==> src/rtl/jvs_rx_framer.sv <==
// jvs_rx_framer
//   Packet framer for the JVS RS-485 receive byte stream. It hunts for SYNC (0xE0),
//   then parses the node and length bytes, removes 0xD0 escapes, and stores the
//   payload in an internal buffer. It checks the modulo-256 checksum and then holds
//   a good, address-matched packet until the host acknowledges it.
// Ports
//   clk, rst              system clock, synchronous active-high reset
//   i_rx_valid/i_rx_data  byte stream from the UART receiver, with i_rx_frame_err
//   o_rx_ready            byte accept (low only while a packet is held)
//   i_node_addr/i_promisc node filter
//   o_pkt_valid/node/len  held packet descriptor; i_pkt_ack releases it
//   i_rd_addr/o_rd_data   payload buffer read port, 1-cycle latency
//   o_err/o_err_code      1-cycle error pulse: 1 checksum, 2 length, 3 timeout,
//                         4 framing, 5 resync
//   o_pkt_cnt/o_err_cnt   saturating statistics
module jvs_rx_framer #(
  parameter int unsigned F_CLK_HZ   = 48_000_000,
  parameter int unsigned TIMEOUT_US = 2_000,
  parameter int unsigned BUF_DEPTH  = 256
) (
  input  logic                         clk,
  input  logic                         rst,
  input  logic                         i_rx_valid,
  input  logic [7:0]                   i_rx_data,
  input  logic                         i_rx_frame_err,
  output logic                         o_rx_ready,
  input  logic [7:0]                   i_node_addr,
  input  logic                         i_promisc,
  output logic                         o_pkt_valid,
  output logic [7:0]                   o_pkt_node,
  output logic [8:0]                   o_pkt_len,
  input  logic                         i_pkt_ack,
  input  logic [$clog2(BUF_DEPTH)-1:0] i_rd_addr,
  output logic [7:0]                   o_rd_data,
  output logic                         o_err,
  output logic [2:0]                   o_err_code,
  output logic [15:0]                  o_pkt_cnt,
  output logic [15:0]                  o_err_cnt
);
  localparam int unsigned AW          = $clog2(BUF_DEPTH);
  localparam int unsigned TIMEOUT_CYC = F_CLK_HZ / 1_000_000 * TIMEOUT_US;
  localparam int unsigned GW          = $clog2(TIMEOUT_CYC + 1);
  localparam logic [GW-1:0] GAP_LAST  = GW'(TIMEOUT_CYC - 1);
  localparam logic [9:0]    DEPTH_W   = 10'(BUF_DEPTH);
  localparam logic [7:0]    SYNC      = 8'hE0;
  localparam logic [7:0]    ESC       = 8'hD0;

  typedef enum logic [2:0] {S_HUNT, S_NODE, S_LEN, S_DATA, S_SUM, S_HOLD} state_t;

  state_t        state, state_n;
  logic [7:0]    node, node_n;
  logic [8:0]    len, len_n;
  logic [7:0]    sum, sum_n;
  logic [8:0]    idx, idx_n;
  logic          esc, esc_n;
  logic [GW-1:0] gap, gap_n;
  logic          err_n;
  logic [2:0]    code_n;
  logic          wr_en, deliver, accept, active;
  logic [7:0]    d;
  logic [8:0]    len_m1;

  logic [7:0] mem [BUF_DEPTH];

  assign o_rx_ready  = (state != S_HOLD);
  assign o_pkt_valid = (state == S_HOLD);
  assign o_pkt_node  = node;
  assign o_pkt_len   = len;

  always_comb begin
    state_n = state;
    node_n  = node;
    len_n   = len;
    sum_n   = sum;
    idx_n   = idx;
    esc_n   = esc;
    gap_n   = '0;
    err_n   = 1'b0;
    code_n  = 3'd0;
    wr_en   = 1'b0;
    deliver = 1'b0;
    accept  = i_rx_valid && o_rx_ready;
    active  = (state != S_HUNT) && (state != S_HOLD);
    d       = esc ? i_rx_data + 8'd1 : i_rx_data;
    len_m1  = {1'b0, d} - 9'd1;

    if (active && !accept && gap != GAP_LAST)
      gap_n = gap + 1'b1;

    if (accept) begin
      if (state == S_HUNT) begin
        if (i_rx_data == SYNC && !i_rx_frame_err) begin
          state_n = S_NODE;
          sum_n   = '0;
          esc_n   = 1'b0;
        end
      end else if (i_rx_frame_err) begin
        err_n   = 1'b1;
        code_n  = 3'd4;
        state_n = S_HUNT;
        esc_n   = 1'b0;
      end else if (i_rx_data == SYNC) begin
        // Raw SYNC restarts the frame even when an escape is pending.
        err_n   = 1'b1;
        code_n  = 3'd5;
        state_n = S_NODE;
        sum_n   = '0;
        esc_n   = 1'b0;
      end else if (!esc && i_rx_data == ESC) begin
        esc_n = 1'b1;
      end else begin
        esc_n = 1'b0;
        case (state)
          S_NODE: begin
            node_n  = d;
            sum_n   = d;
            state_n = S_LEN;
          end
          S_LEN: begin
            if (d == 8'd0 || {1'b0, len_m1} > DEPTH_W) begin
              err_n   = 1'b1;
              code_n  = 3'd2;
              state_n = S_HUNT;
            end else begin
              len_n   = len_m1;
              sum_n   = sum + d;
              idx_n   = '0;
              state_n = (d == 8'd1) ? S_SUM : S_DATA;
            end
          end
          S_DATA: begin
            wr_en = 1'b1;
            sum_n = sum + d;
            idx_n = idx + 9'd1;
            if (idx == len - 9'd1)
              state_n = S_SUM;
          end
          S_SUM: begin
            if (d != sum) begin
              err_n   = 1'b1;
              code_n  = 3'd1;
              state_n = S_HUNT;
            end else if (i_promisc || node == i_node_addr || node == 8'hFF) begin
              deliver = 1'b1;
              state_n = S_HOLD;
            end else begin
              state_n = S_HUNT;
            end
          end
          default: ;
        endcase
      end
    end else if (active && gap == GAP_LAST) begin
      err_n   = 1'b1;
      code_n  = 3'd3;
      state_n = S_HUNT;
      esc_n   = 1'b0;
    end

    if (state == S_HOLD && i_pkt_ack)
      state_n = S_HUNT;
  end

  always_ff @(posedge clk) begin
    if (rst) begin
      state      <= S_HUNT;
      node       <= '0;
      len        <= '0;
      sum        <= '0;
      idx        <= '0;
      esc        <= 1'b0;
      gap        <= '0;
      o_err      <= 1'b0;
      o_err_code <= '0;
      o_pkt_cnt  <= '0;
      o_err_cnt  <= '0;
    end else begin
      state      <= state_n;
      node       <= node_n;
      len        <= len_n;
      sum        <= sum_n;
      idx        <= idx_n;
      esc        <= esc_n;
      gap        <= gap_n;
      o_err      <= err_n;
      o_err_code <= code_n;
      if (deliver && o_pkt_cnt != '1)
        o_pkt_cnt <= o_pkt_cnt + 16'd1;
      if (err_n && o_err_cnt != '1)
        o_err_cnt <= o_err_cnt + 16'd1;
    end
  end

  always_ff @(posedge clk) begin
    if (wr_en)
      mem[idx[AW-1:0]] <= d;
  end

  always_ff @(posedge clk) begin
    if (rst)
      o_rd_data <= '0;
    else
      o_rd_data <= mem[i_rd_addr];
  end
endmodule

==> config.mk <==
export PLATFORM = sky130hd
export DESIGN_NAME = jvs_rx_framer
export DESIGN_NICKNAME = d
export VERILOG_FILES = /design/src/rtl/jvs_rx_framer.sv
export SDC_FILE = /design/constraint.sdc
export NUM_CORES = 2
export LEC_CHECK = 0
export BUFFER_PORTS_ARGS = -buffer_cell sky130_fd_sc_hd__buf_2
export CORE_AREA = 2 2 509 511
export DETAILED_ROUTE_END_ITERATION = 10
export DIE_AREA = 0 0 511 513
export PLACE_DENSITY = 0.5
export SKIP_LAST_GASP = 1
export SLEW_MARGIN = 20
export SYNTH_ARGS = -nofsm -noshare
export SYNTH_HDL_FRONTEND = slang
export SYNTH_SLANG_ARGS = --single-unit
==> constraint.sdc <==
create_clock -name clk -period 28.6 [get_ports clk]
set_clock_uncertainty 0.15 [all_clocks]
set_input_delay 2.86 -clock clk [delete_from_list [all_inputs] [get_ports clk]]
set_output_delay 2.86 -clock clk [all_outputs]
set_load 0.005 [all_outputs]
==> impl_results.md <==
* Synth warnings at 0
* Detailed placement HPWL at 129000 µm
* Vias in the first global route at 41081
* CP max-delay cell: buf_4
* Fraction of registers with async set/reset at 0%
* # hold bufs at CTS at 0
* Critical path data required time at 29.18 ns
* CTS max path bufs at 3
* Total CTS buffers at 220
* Pin count of the biggest net entering global routing at 179
* Clock share of power at 42.8%
* Leak at 29.4 nW
* Post-CTS Setup Inserts at 0
* Total gr overflow at 0
* Final GP Congestion at 0.760
* Final Instance Area at 95900 µm²
* Cell repeated most along the worst path: buf_4
* Initial DRC count at 4126
* Final Hold Vio Count at 0
* Worst path bufs/invs at 4
* Area after DPL at 88900 µm²
* Wirelength per Cell at 28.1 µm
* Die X at 511 µm
* Drt pass-1 iters at 5
* Startpoint Class: primary input
* CP Capture Type: flip-flop
* CTS tree: done
* Total Neg Setup Slack at 0 ns
* Net Count, Synth at 4020
* Post-synth EDFFs at 2048
* Clock Sinks at 2147
* Synthesized flop and latch total at 2147
* Fmax achieved at 130 MHz
* Fin. max-slew vios at 0
* Clock Latency Late Sink at 0.85 ns
* Antenna Nets Post-Route at 0
* Nets at 4196
* Die ar. at 262000 µm²
* RSZ-0062 raised after global routing: no
* Crit path kind: primary input to flip-flop
* CP Cell Sequence: buf_8 -> buf_4 -> buf_4 -> buf_4 -> mux4_2 -> mux4_2 -> mux2i_1 -> o22ai_1 -> or4_1
* Worst relative slew slack at 22.3%
* Htree depth at 4
* Main area contributors after synthesis: edfxtp_1, mux4_2, dfxtp_1
* DRT Wirelength at 217000 µm
* All-layer global routing usage at 16.4%
* Synth top cells by count: edfxtp_1, mux4_2, nor2_1, clkbuf_1, dfxtp_1
* Crit Path Max Fanout at 68
* WL met2 at 104000 µm
* Synthesis-to-finish area growth at 13.8%
* Pwr/cell area at 68.0 nW/µm²
* Sw frac at 21.4%
* Initial Utilization at 32.9%
* Post-cts sizing count at 0
* Mapped Cells at 3971
* Die H at 513 µm
* Detailed-routed wire length on met3 at 12500 µm
* Detailed-route via count at 40155
* Vias per cell at 5.20
* Post-route DRC violation count at 0
* Core ar. at 256000 µm²
* Status: completed
* Delay-heaviest family, CP: buffers and inverters
* Fraction of synthesized cell area taken by the top area cell type at 73.0%
* FF-to-FF setup slack at 23.35 ns
* First-pass GRT wire length at 312000 µm
* Max incr delay on CP at 0.87 ns
* Max layer used: met4
* Clk pin slew, worst setup/hold paths at 0.06 ns
* Max cap viols at 0
* Synth area leader: edfxtp_1
* Worst vdd ir at 63.7 µV
* I/O pin count at 93
* Min-delay worst type: flip-flop to flip-flop
* Final worst-path cycle share at 27.0%
* Reported net switching power at 0.00140 W
* Number of unique standard cell types used by synthesis at 69
* M1 wire length at 96800 µm
* Initial antenna violation count at 7
* Cell Rows at 186
* Logic pwr share at 4.4%
* Synthesized area at 84300 µm²
* Ys flop type: edfxtp_1
* Share of cells above drive strength 1 at 26.4%
* Final setup violation count at 0
* Clk Tree Root Cell: clkbuf_16
* Register area share after synthesis at 75.3%
* Buffers on Ports at 92
* Mapped Avg Cell Area at 21.2 µm²
* Final min period at 7.72 ns
* Most frequent cell after synthesis: edfxtp_1
* Crit path arrival time at 8.29 ns
* Least-Margin Pin Slew at 1.16 ns
* Flop pwr share at 52.8%
* Internal cell power at 0.00513 W
==> power by group through the flow <==
stage	clock network (W)	registers [W]	logic [W]
6_report	0.00279	0.00344	0.000287
3_3_place_gp	0	0.00351	0.000291
4_1_cts	0.00286	0.00344	0.000294
3_5_place_dp	0	0.00351	0.000294
5_1_grt	0.00297	0.00344	0.000306
2_1_floorplan	0	0.00353	0.000178
==> final timing paths <==
check | start | endpoint | cells after the start
setup reg to reg | esc$_SDFFE_PP0P_ | o_pkt_cnt[15]$_SDFFE_PP0P_ | 11
setup / recovery | i_rd_addr[0] | o_rd_data[0]$_SDFF_PP0_ | 9
hold / removal | gap[0]$_SDFF_PP0_ | gap[0]$_SDFF_PP0_ | 1
hold reg to reg | gap[0]$_SDFF_PP0_ | gap[0]$_SDFF_PP0_ | 1
==> registers in the layout, indices dropped and copies added, names as in the netlist <==
name and count:
o_rd_data 8, o_err_cnt 16, o_err 1, mem 2048, esc 1, o_pkt_cnt 16
idx 9, o_pkt_node 8, o_err_code 3, gap 17, sum 8, o_pkt_len 9
state 3
==> per-layer routing <==
metal	vias up	GRT usage [%]
met1	21859	23.8
met5	-	0
met2	1176	26.0
li1	16858	-
met4	0	3.84
met3	262	2.78
==> layout by cell type, fill, tap and decap left out, drive strengths merged, types with 4 or more instances in the layout <==
| cell | synthesis | routed |
|---|---|---|
| xor2 | 37 | 37 |
| buf | 75 | 168 |
| ha | 18 | 18 |
| or3 | 16 | 16 |
| bufinv | 0 | 16 |
| and2 | 4 | 4 |
| xnor2 | 41 | 41 |
| nor4 | 12 | 12 |
| inv | 31 | 38 |
| nor2 | 361 | 361 |
| clkinvlp | 0 | 4 |
| nor3b | 5 | 5 |
| nor3 | 20 | 20 |
| o211ai | 4 | 4 |
| nand3 | 26 | 26 |
| or4 | 9 | 9 |
| mux2i | 78 | 78 |
| a21o | 4 | 4 |
| or2 | 4 | 4 |
| clkbuf | 139 | 300 |
| a21oi | 31 | 31 |
| clkinv | 0 | 79 |
| mux4 | 640 | 640 |
| nor2b | 14 | 14 |
| nand2 | 91 | 91 |
| and3 | 17 | 17 |
| a211oi | 10 | 10 |
| nor4b | 4 | 4 |
| nand4 | 15 | 15 |
| a22oi | 5 | 5 |
| dfxtp | 99 | 99 |
| o21ai | 29 | 29 |
| edfxtp | 2048 | 2048 |
| nand2b | 7 | 7 |
| o22ai | 35 | 35 |
==> cell families after synthesis <==
| logic type | share of synthesized area, % |
|---|---|
| flops | 75.3 |
| xor+xnor | 0.810 |
| buf+inv | 1.11 |
| fa+ha+maj | 0.315 |
| simple gates | 3.27 |
| mux | 18.1 |
| compound gates | 1.13 |
==> metrics by stage <==
step	util (%)	cells	hold WS (ns)	setup WS, ns	power (W)
floorplan	-	3971	0.280	11.97	0.00370
global placement	34.7	7307	0.298	19.69	0.00380
detailed placement	34.7	7307	0.305	19.73	0.00380
CTS	37.4	7713	0.315	20.66	0.00659
global route	37.4	7716	0.330	20.33	0.00672
finish	37.4	7717	0.310	20.88	0.00652
==> worst register-to-register path, cell delays in order (launching register included) <==
cell and delay (ns):
dfxtp_1 0.71, nand4_1 0.33, xnor2_1 0.86, inv_8 0.45, ha_1 0.52, nor2_1 0.12, nand2_1 0.06, a2111o_1 0.41
nor4_4 0.45, nand4_1 0.41, nor3_1 0.29, mux2_2 0.35
==> area by class of cell <==
class / count / area, µm²
fillers: 23150 / 160000
flip-flops and latches: 2147 / 63500
multi-input cells: 1579 / 20000
clock buffers: 300 / 5840
well taps: 3384 / 4230
repair buffers: 168 / 1160
clock inverters: 106 / 1090
inverters: 31 / 139
diodes: 2 / 5.00
Power figures use the tool's default switching activity.
